==> config.mk <==
export PLATFORM = sky130hd
export DESIGN_NAME = display_scan
export DESIGN_NICKNAME = d
export VERILOG_FILES = /design/src/rtl/display_pkg.sv /design/src/rtl/seg7_decode.sv /design/src/rtl/display_scan.sv
export SDC_FILE = /design/constraint.sdc
export NUM_CORES = 1
export LEC_CHECK = 0
export ABC_AREA = 0
export BUFFER_PORTS_ARGS = -buffer_cell sky130_fd_sc_hd__buf_4
export CAP_MARGIN = 20
export CORE_MARGIN = 2
export CORE_UTILIZATION = 52
export CTS_BUF_LIST = sky130_fd_sc_hd__clkbuf_4 sky130_fd_sc_hd__clkbuf_8
export DETAILED_ROUTE_END_ITERATION = 16
export HOLD_SLACK_MARGIN = 0.08
export PLACE_DENSITY = 0.72
export SYNTH_ARGS = -nofsm -noshare
export SYNTH_HDL_FRONTEND = slang
export SYNTH_SLANG_ARGS = --single-unit
export TNS_END_PERCENT = 5
==> constraint.sdc <==
create_clock -name clk -period 2.8 [get_ports clk]
set_clock_uncertainty 0.05 [all_clocks]
set_input_delay 0.7 -clock clk [delete_from_list [all_inputs] [get_ports clk]]
set_output_delay 0.7 -clock clk [all_outputs]
set_load 0.02 [all_outputs]
==> src/rtl/display_pkg.sv <==
// display_pkg: shared constants for the multiplexed 7-segment display.
//   NUM_DIGITS  - number of digit slots scanned
//   SEG_*       - active-low segment patterns, bit order {g,f,e,d,c,b,a}
//   SEG_BLANK   - all segments off
//   ANODE_OFF   - all digit enables off (active-low)
//   anode_sel() - active-low one-cold enable for a slot index
package display_pkg;

  localparam int unsigned NUM_DIGITS = 8;
  localparam int unsigned SLOT_W     = $clog2(NUM_DIGITS);

  typedef logic [SLOT_W-1:0] slot_t;
  typedef logic [6:0]        seg_t;

  localparam logic [7:0] ANODE_OFF = 8'hFF;
  localparam seg_t       SEG_BLANK = 7'h7F;

  localparam seg_t SEG_0 = 7'b1000000;
  localparam seg_t SEG_1 = 7'b1111001;
  localparam seg_t SEG_2 = 7'b0100100;
  localparam seg_t SEG_3 = 7'b0110000;
  localparam seg_t SEG_4 = 7'b0011001;
  localparam seg_t SEG_5 = 7'b0010010;
  localparam seg_t SEG_6 = 7'b0000010;
  localparam seg_t SEG_7 = 7'b1111000;
  localparam seg_t SEG_8 = 7'b0000000;
  localparam seg_t SEG_9 = 7'b0010000;

  function automatic logic [7:0] anode_sel(input slot_t slot);
    return ~(8'b1 << slot);
  endfunction

endpackage

==> src/rtl/seg7_decode.sv <==
// seg7_decode: combinational BCD to active-low 7-segment decode.
//   digit - 4-bit BCD value; 10..15 decode to blank
//   seg   - active-low segments {g,f,e,d,c,b,a}
module seg7_decode
  import display_pkg::*;
(
  input  logic [3:0] digit,
  output seg_t       seg
);

  always_comb begin
    seg = SEG_BLANK;
    case (digit)
      4'd0:    seg = SEG_0;
      4'd1:    seg = SEG_1;
      4'd2:    seg = SEG_2;
      4'd3:    seg = SEG_3;
      4'd4:    seg = SEG_4;
      4'd5:    seg = SEG_5;
      4'd6:    seg = SEG_6;
      4'd7:    seg = SEG_7;
      4'd8:    seg = SEG_8;
      4'd9:    seg = SEG_9;
      default: seg = SEG_BLANK;
    endcase
  end

endmodule

==> src/rtl/display_scan.sv <==
// display_scan: time-multiplexed scan driver for an 8-digit 7-segment display.
//   clk                  - system clock, all state on rising edge
//   reset                - synchronous active-high reset
//   one_digit            - BCD value for the slot in refreshcounter
//   position_pointer_now - current slot holds the edit cursor
//   refreshcounter       - current slot index (0 = rightmost)
//   anode                - active-low digit enables, bit n = slot n
//   cathode              - active-low segments {g,f,e,d,c,b,a}
//   dp                   - active-low decimal point, blinks on the cursor slot
// Each slot lasts CLK_DIV cycles; the first GUARD cycles keep every anode off
// so the registered cathode settles on the new digit before it is lit.
module display_scan
  import display_pkg::*;
#(
  parameter int unsigned CLK_DIV     = 50000,
  parameter int unsigned GUARD       = 4,
  parameter int unsigned BLINK_TICKS = 256
) (
  input  logic       clk,
  input  logic       reset,
  input  logic [3:0] one_digit,
  input  logic       position_pointer_now,
  output logic [2:0] refreshcounter,
  output logic [7:0] anode,
  output logic [6:0] cathode,
  output logic       dp
);

  localparam int unsigned DIV_W   = $clog2(CLK_DIV);
  localparam int unsigned GUARD_W = $clog2(GUARD + 1);
  localparam int unsigned BLINK_W = $clog2(BLINK_TICKS + 1);

  localparam logic [DIV_W-1:0]   DIV_LAST   = DIV_W'(CLK_DIV - 1);
  localparam logic [GUARD_W-1:0] GUARD_INIT = GUARD_W'(GUARD);
  localparam logic [BLINK_W-1:0] BLINK_LAST = BLINK_W'(BLINK_TICKS - 1);

  logic [DIV_W-1:0]   div_cnt;
  logic [GUARD_W-1:0] guard_cnt;
  logic [GUARD_W-1:0] guard_next;
  logic [BLINK_W-1:0] blink_cnt;
  logic               blink_on;
  logic               tick;
  slot_t              slot_next;
  seg_t               seg;

  seg7_decode u_seg7_decode (
    .digit (one_digit),
    .seg   (seg)
  );

  // Next slot/guard values are shared by the counters and the output
  // registers, so anode/cathode/dp line up with the state they describe.
  always_comb begin
    tick       = (div_cnt == DIV_LAST);
    slot_next  = refreshcounter;
    guard_next = guard_cnt;
    if (tick) begin
      slot_next  = refreshcounter + 3'd1;
      guard_next = GUARD_INIT;
    end else if (guard_cnt != '0) begin
      guard_next = guard_cnt - GUARD_W'(1);
    end
  end

  always_ff @(posedge clk) begin
    if (reset) begin
      div_cnt        <= '0;
      refreshcounter <= '0;
      guard_cnt      <= GUARD_INIT;
      blink_cnt      <= '0;
      blink_on       <= 1'b0;
      anode          <= ANODE_OFF;
      cathode        <= SEG_BLANK;
      dp             <= 1'b1;
    end else begin
      div_cnt        <= tick ? '0 : div_cnt + DIV_W'(1);
      refreshcounter <= slot_next;
      guard_cnt      <= guard_next;

      if (tick) begin
        if (blink_cnt == BLINK_LAST) begin
          blink_cnt <= '0;
          blink_on  <= ~blink_on;
        end else begin
          blink_cnt <= blink_cnt + BLINK_W'(1);
        end
      end

      if (guard_next != '0) begin
        anode   <= ANODE_OFF;
        cathode <= SEG_BLANK;
        dp      <= 1'b1;
      end else begin
        anode   <= anode_sel(slot_next);
        cathode <= seg;
        dp      <= ~(position_pointer_now & blink_on);
      end
    end
  end

endmodule

==> impl_results.md, run 1 <==
* Result of the run: completed
* Library cell with the largest summed area after synthesis: sky130_fd_sc_hd__dfxtp_1
* Syn Nets at 259
* Number of instances in the synthesized netlist at 241
* Number of port buffers at 25
* Setup WS post-layout at 0.673 ns
* Post-layout instance area at 2530 um2
* Worst min-delay path class: reg -> reg
* Hold violation total from the final report at 0
* Vertical die dimension at 68.9 um
* Count of flip-flops with a built-in enable after synthesis at 0
* Final HPWL from detailed placement at 2950 um
* CTS root buf: sky130_fd_sc_hd__clkbuf_8
* Clock buffer count from CTS at 5
* Setup violators final at 0
* Data required, critical path at 2.99 ns
* Floorplan die width at 68.9 um
* Share of the clock period used by the worst path after layout at 76.0%
* First-pass GRT wire length at 6720 um
* Source of the worst hold timing path: blink_on
* Vias in the first global route at 1526
* Terminus of the critical flop-to-flop path: blink_on
* Register-to-register setup slack at 0.67 ns
* Largest family of logic cells by synthesized area: simple AND/OR/NAND/NOR gates
* Critical Path Start Type: flop
* Multi-input combinational cell area at 1110 um2
* Multiplexer fraction of the synthesized cell area at 0.458%
* Average routed wire per standard cell at 12.8 um
* Crit path time final at 2.13 ns
* Total number of H-tree levels at 2
* Pin count of the biggest net entering global routing at 17
* Number of distinct library cells after synthesis at 43
* Row Count at 23
* Drc violations at 0
* Final count of pins violating max slew at 0
* Footprint of the flip-flops and latches at 961 um2
* Area share of the leading cell type in the synthesized netlist at 43.9%
* Post-route antenna net violation count at 0
* Reg2reg start: div_cnt[5]
* Share of cells above drive strength 1 at 18.7%
* Post-detailed-routing wire length at 4060 um
* Netlist Area Pre-Place at 2190 um2
* Post-Route Setup TNS at 0 ns
* Number of max-cap violations at 0
* Initial drt markers at 65
* CTS sink cnt at 48
* Synthesized-area fraction occupied by adder cells at 6.29%
* Number of filler instances in the final layout at 337
* Most used standard cells in the synthesized netlist: sky130_fd_sc_hd__dfxtp_1 (48), sky130_fd_sc_hd__nor2_1 (23), sky130_fd_sc_hd__a21oi_1 (17)
* Final hold slack at 0.370 ns
* Ys async rst share at 0%
* Number of antenna violations at the first check in global routing at 0
* Total grt overflow at 0
* Std-Cell Core Area at 4030 um2
* GPL Wtd Cong at 0.786
* Source-to-sink clock delay at the later pin of the worst-skew pair at 0.30 ns
* Worst EP arrival at 2.31 ns
* Register-to-Register Path Depth at 4
* Area fraction in compound gates after synthesis at 10.4%
* First-pass iteration count of the detailed router at 4
* Syn Area/Cell at 9.08 um2
* Initial cell density of the core at 54.3%
* Layout-stage area growth over the synthesis result at 15.7%
* Number of diodes at 0
* Number of placed I/O pins at 26
* Number of hold-repair buffers added at the cts stage at 0
* RSZ-0062 raised after global routing: no
* Final #Nets at 285
* Critical Path End Type: flop
* Total via count in the routed design at 1727
* Clock-pin slew of the registers on the worst-case setup and hold paths at 0.09 ns
* Per-cell via count in the routed design at 5.43
* Top cells by area in the synthesized netlist: sky130_fd_sc_hd__dfxtp_1 (44%), sky130_fd_sc_hd__ha_1 (6.3%), sky130_fd_sc_hd__xnor2_1 (4.0%), sky130_fd_sc_hd__nor2_1 (3.9%), sky130_fd_sc_hd__a21oi_1 (3.9%)
* Setup CP Type: reg -> reg
* Maximum vdd ir drop at 352 uV
* Global router's overall resource usage at 19.0%
* Yosys warning count at 0
* Floorplan die area at 4740 um2
* Worst slew margin relative to its limit at 77.3%
* TritonCTS clock tree: built
* Cell depth of the worst hold path at 1
* Top FF cell, synth: sky130_fd_sc_hd__dfxtp_1
* Post-cts resize count at 0
* Share of the synthesized netlist area taken by xor and xnor gates at 5.61%
* Leading cell type by number of instances after synthesis: sky130_fd_sc_hd__dfxtp_1
* WHS Endpoint: dp
* Area after DPL at 2420 um2
* CP Max Fanout at 8
* Maximum buffer depth of the clock tree at 2
* Number of register bits inferred by synthesis at 48
* Slew of the pin with the lowest slew margin at 0.337 ns
* Pre-CTS setup slack at 0.691 ns
* Power density over the cells at 566 nW/um2
* Buffers inserted during post-CTS setup optimization at 0
* Achievable Freq at 0.470 GHz
* Share of the yosys chip area belonging to registers at 43.9%
* Synth Area in Simple Gates at 28.2%
* Leakage dissipation at 0.938 nW
## final cells by class
type / count / area share (%)
flip-flops and latches: 48 / 38.0
clock buffers: 6 / 3.02
multi-input cells: 167 / 44.0
well taps: 50 / 2.47
inverters: 15 / 2.23
clock inverters: 2 / 1.38
repair buffers: 30 / 8.90
## critical path: stages (launching register included)
cell                      delay [ns]
sky130_fd_sc_hd__dfxtp_1        0.37
sky130_fd_sc_hd__or4b_4         0.58
sky130_fd_sc_hd__or4_4          0.56
sky130_fd_sc_hd__or3_1          0.36
sky130_fd_sc_hd__a21oi_1        0.13
## where the power goes
group	internal, mW	switching (mW)	total [mW]
clock network	0.275	0.223	0.498
registers	0.719	0.0210	0.740
logic	0.0852	0.110	0.195
## per-stage QoR
stage / power, mW / cells / util (%)
global placement: 0.947 / 310 / 60.0
detailed placement: 0.954 / 310 / 60.0
global route: 1.50 / 318 / 62.8
CTS: 1.45 / 318 / 62.8
finish: 1.43 / 318 / 62.8
floorplan: 0.888 / 241 / -
## state kept, by name, summed over array words and instances, names as in the netlist
name and cells:
anode 8, blink_cnt 9, blink_on 1, cathode 7
div_cnt 16, dp 1, guard_cnt 3, refreshcounter 3
## worst max-delay path by stage
| stage | start | to | slack (ns) |
|---|---|---|---|
| finish | div_cnt[5] | blink_on | 0.67 |
| global route | div_cnt[5] | blink_cnt[2] | 0.59 |
| CTS | div_cnt[5] | blink_on | 0.67 |
| detailed placement | div_cnt[5] | blink_on | 0.69 |
| global placement | div_cnt[5] | blink_on | 0.72 |
| floorplan | guard_cnt[0] | cathode[0] | 0.77 |
## kinds of logic (layout without fill, tap and decap cells)
group	count (synthesis)	count (layout)
AO/OA/AOI/OAI	37	37
AND/OR/NAND/NOR	104	104
adder cells (fa/ha/maj)	11	11
flip-flops	48	48
XOR/XNOR	14	14
buffers and inverters	26	53
multiplexers	1	1
## placed cells by master (no fill, tap or decap), types with 2 or more instances in the layout
cell type                  instances
sky130_fd_sc_hd__nand3_1          11
sky130_fd_sc_hd__buf_4            30
sky130_fd_sc_hd__a31o_2            3
sky130_fd_sc_hd__xor2_1            4
sky130_fd_sc_hd__ha_1             11
sky130_fd_sc_hd__o21ai_0          12
sky130_fd_sc_hd__nand2b_1          3
sky130_fd_sc_hd__nand4b_1          3
sky130_fd_sc_hd__clkbuf_8          5
sky130_fd_sc_hd__a21oi_1          17
sky130_fd_sc_hd__nand3b_1          2
sky130_fd_sc_hd__nand4_1          12
sky130_fd_sc_hd__and3_1            2
sky130_fd_sc_hd__xnor2_1          10
sky130_fd_sc_hd__nor4_1            6
sky130_fd_sc_hd__or2_2             2
sky130_fd_sc_hd__o22ai_1           2
sky130_fd_sc_hd__nor3_1            6
sky130_fd_sc_hd__dfxtp_1          48
sky130_fd_sc_hd__nor2_1           23
sky130_fd_sc_hd__inv_1            15
sky130_fd_sc_hd__or4_1             2
sky130_fd_sc_hd__or3_1             4
sky130_fd_sc_hd__nand2_1          12
sky130_fd_sc_hd__nor3b_1           4
## routing by layer
metal	track usage [%]	up-vias	share of wire (%)	wire length, um
li1	-	903	-	-
met1	24.2	799	50	2030
met2	31.4	19	46	1870
met3	5.52	6	2.8	113
met4	5.15	0	1.2	47
met5	0	-	0	0
(Power assumes the default switching activity.)
==> run 2: changes to the inputs <==
--- a/config.mk
+++ b/config.mk
@@ -5,7 +5,7 @@
 export SDC_FILE = /design/constraint.sdc
 export NUM_CORES = 1
 export LEC_CHECK = 0
-export ABC_AREA = 0
+export ABC_AREA = 1
 export BUFFER_PORTS_ARGS = -buffer_cell sky130_fd_sc_hd__buf_4
 export CAP_MARGIN = 20
 export CORE_MARGIN = 2
==> constraint.sdc (replaced) <==
create_clock -name clk -period 2.1 [get_ports clk]
set_clock_uncertainty 0.05 [all_clocks]
set_input_delay 0.525 -clock clk [delete_from_list [all_inputs] [get_ports clk]]
set_output_delay 0.525 -clock clk [all_outputs]
set_load 0.02 [all_outputs]
==> impl_results.md, run 2 <==
* Area fraction in compound gates after synthesis at 6.39%
* Slowest library cell on the worst path: sky130_fd_sc_hd__dfxtp_1
* Critical Path End Type: flop
* GPL Wtd Cong at 0.812
* TritonCTS clock tree: built
* Biggest registers after layout: div_cnt x16, blink_cnt x9, anode x8
* Count of flip-flops with a built-in enable after synthesis at 0
* Vertical die dimension at 70.4 um
* Total via count in the routed design at 1922
* Data required, critical path at 2.21 ns
* Post-Route Setup TNS at 0 ns
* CP Max Fanout at 16
* Area share of the leading cell type in the synthesized netlist at 41.9%
* Number of distinct library cells after synthesis at 32
* Share of cells above drive strength 1 at 14.2%
* Drc violations at 0
* Source-to-sink clock delay at the later pin of the worst-skew pair at 0.29 ns
* Worst min-delay path class: in -> reg
* Average routed wire per standard cell at 11.4 um
* Footprint of the flip-flops and latches at 961 um2
* Final #Nets at 349
* Netlist Area Pre-Place at 2290 um2
* Synthesized-area fraction occupied by adder cells at 6.00%
* Multi-input combinational cell area at 1140 um2
* Most used standard cells in the synthesized netlist: sky130_fd_sc_hd__nand2_1 (60), sky130_fd_sc_hd__dfxtp_1 (48), sky130_fd_sc_hd__nor2_1 (47)
* Crit path time final at 1.84 ns
* Share of the synthesized netlist area taken by xor and xnor gates at 4.97%
* Number of antenna violations at the first check in global routing at 0
* Library cell with the largest summed area after synthesis: sky130_fd_sc_hd__dfxtp_1
* Row Count at 24
* Floorplan die area at 4960 um2
* Post-detailed-routing wire length at 4360 um
* Share of the clock period used by the worst path after layout at 87.4%
* Most used cells in the layout excluding fill and tap cells: sky130_fd_sc_hd__nand2_1 (60), sky130_fd_sc_hd__dfxtp_1 (48), sky130_fd_sc_hd__nor2_1 (47)
* Worst EP arrival at 1.94 ns
* Hold violation total from the final report at 0
* Number of filler instances in the final layout at 414
* Std-Cell Core Area at 4290 um2
* Maximum buffer depth of the clock tree at 2
* Global router's overall resource usage at 19.1%
* Most common library cell in the layout ignoring fill and taps: sky130_fd_sc_hd__nand2_1
* Number of instances in the synthesized netlist at 302
* Final cell utilization of the core at 60.6%
* First-pass GRT wire length at 7680 um
* Number of register bits inferred by synthesis at 48
* Share of the yosys chip area belonging to registers at 41.9%
* Cell type with the highest occurrence count on the critical path: sky130_fd_sc_hd__nand3_1
* Number of max-cap violations at 0
* Layout-stage area growth over the synthesis result at 13.6%
* Leakage dissipation at 1.09 nW
* Per-cell via count in the routed design at 5.01
* Leading cell type by number of instances after synthesis: sky130_fd_sc_hd__nand2_1
* Critical Path Start Type: flop
* Post-cts resize count at 0
* Slew of the pin with the lowest slew margin at 0.437 ns
* Final HPWL from detailed placement at 3310 um
* Setup violators final at 0
* Achievable Freq at 0.545 GHz
* Number of diodes at 0
* Highest cell delay on the worst timing path at 0.33 ns
* Top reg by flops: div_cnt
* Buffers inserted during post-CTS setup optimization at 0
* First-pass iteration count of the detailed router at 4
* Setup CP Type: reg -> reg
* Vias in the first global route at 1788
* Clock buffer count from CTS at 5
* Multiplexer fraction of the synthesized cell area at 0%
* Top FF cell, synth: sky130_fd_sc_hd__dfxtp_1
* CTS root buf: sky130_fd_sc_hd__clkbuf_8
* Syn Nets at 320
* Number of flip-flops in the largest register at 16
* Number of hold-repair buffers added at the cts stage at 0
* Largest family of logic cells by synthesized area: simple AND/OR/NAND/NOR gates
* Total number of H-tree levels at 2
* Floorplan die width at 70.4 um
* Syn Area/Cell at 7.59 um2
* Initial cell density of the core at 53.4%
* Critical path cell sequence: ha_1, nand3_1, nor2_1, nand2_1, buf_4, nand3_4, nor2_4, nand3_1
* Top cells by area in the synthesized netlist: sky130_fd_sc_hd__dfxtp_1 (42%), sky130_fd_sc_hd__nand2_1 (9.8%), sky130_fd_sc_hd__nor2_1 (7.7%), sky130_fd_sc_hd__nand3_1 (7.2%), sky130_fd_sc_hd__ha_1 (6.0%)
* Yosys warning count at 0
* Final count of pins violating max slew at 0
* CTS sink cnt at 48
* Number of placed I/O pins at 26
* Initial drt markers at 98
* Total grt overflow at 0
* Maximum vdd ir drop at 517 uV
* RSZ-0062 raised after global routing: no
* Worst slew margin relative to its limit at 70.7%
* Synth Area in Simple Gates at 32.5%
* Number of port buffers at 25
* Pin count of the biggest net entering global routing at 18
* Ys async rst share at 0%
* Result of the run: completed
* Clock-pin slew of the registers on the worst-case setup and hold paths at 0.09 ns
* Power density over the cells at 718 nW/um2
* Post-route antenna net violation count at 0
==> run 2: power by group <==
part | internal [mW] | switching, mW
sequential | 0.968 | 0.0260
combinational | 0.125 | 0.199
clock | 0.264 | 0.287
total | 1.36 | 0.512
==> run 2: path summary, 6_finish.rpt <==
kind	start	cells after the start	to	slack [ns]
setup reg to reg	div_cnt[0]	8	cathode[3]	0.26
hold / removal	position_pointer_now	2	dp	0.37
hold reg to reg	blink_on	1	dp	0.38
setup / recovery	div_cnt[0]	8	cathode[3]	0.26
==> run 2: worst max-delay path: cells and delay by family (launching register included) <==
kind                     cells  cell delay, ns
buffers and inverters        1            0.18
adder cells (fa/ha/maj)      1            0.22
flip-flops                   1            0.33
AND/OR/NAND/NOR              6            0.91
==> run 2: metrics by stage <==
step	instance area [um2]	hold WS, ns	power (mW)	instances	setup WS, ns
2_1_floorplan	2290	0.340	1.25	302	0.517
3_3_place_gp	2510	0.364	1.33	376	0.351
3_5_place_dp	2510	0.364	1.34	376	0.269
4_1_cts	2600	0.361	1.89	384	0.255
5_1_grt	2600	0.363	1.96	384	0.0563
6_report	2600	0.365	1.87	384	0.265
==> run 2: layout make-up <==
cell class                      count  share of cell area [%]
Clock inverter                      1                   0.336
Tap cell                           52                    2.50
Timing Repair Buffer               27                    7.78
Inverter                           37                    5.33
Multi-Input combinational cell    212                    43.9
Sequential cell                    48                    36.9
Clock buffer                        7                    3.22
==> run 2: cells by family (layout without fill, tap and decap cells) <==
logic type	count (synthesis)	count (layout)
buf+inv	42	72
flops	48	48
compound gates	24	24
xor+xnor	13	13
fa+ha+maj	11	11
simple gates	164	164
==> run 2: layer usage <==
layer  track usage [%]  share of wire, %
met1              24.7                49
met2              32.3                47
met3              3.03               2.5
met4              6.41               1.1
met5                 0                 0
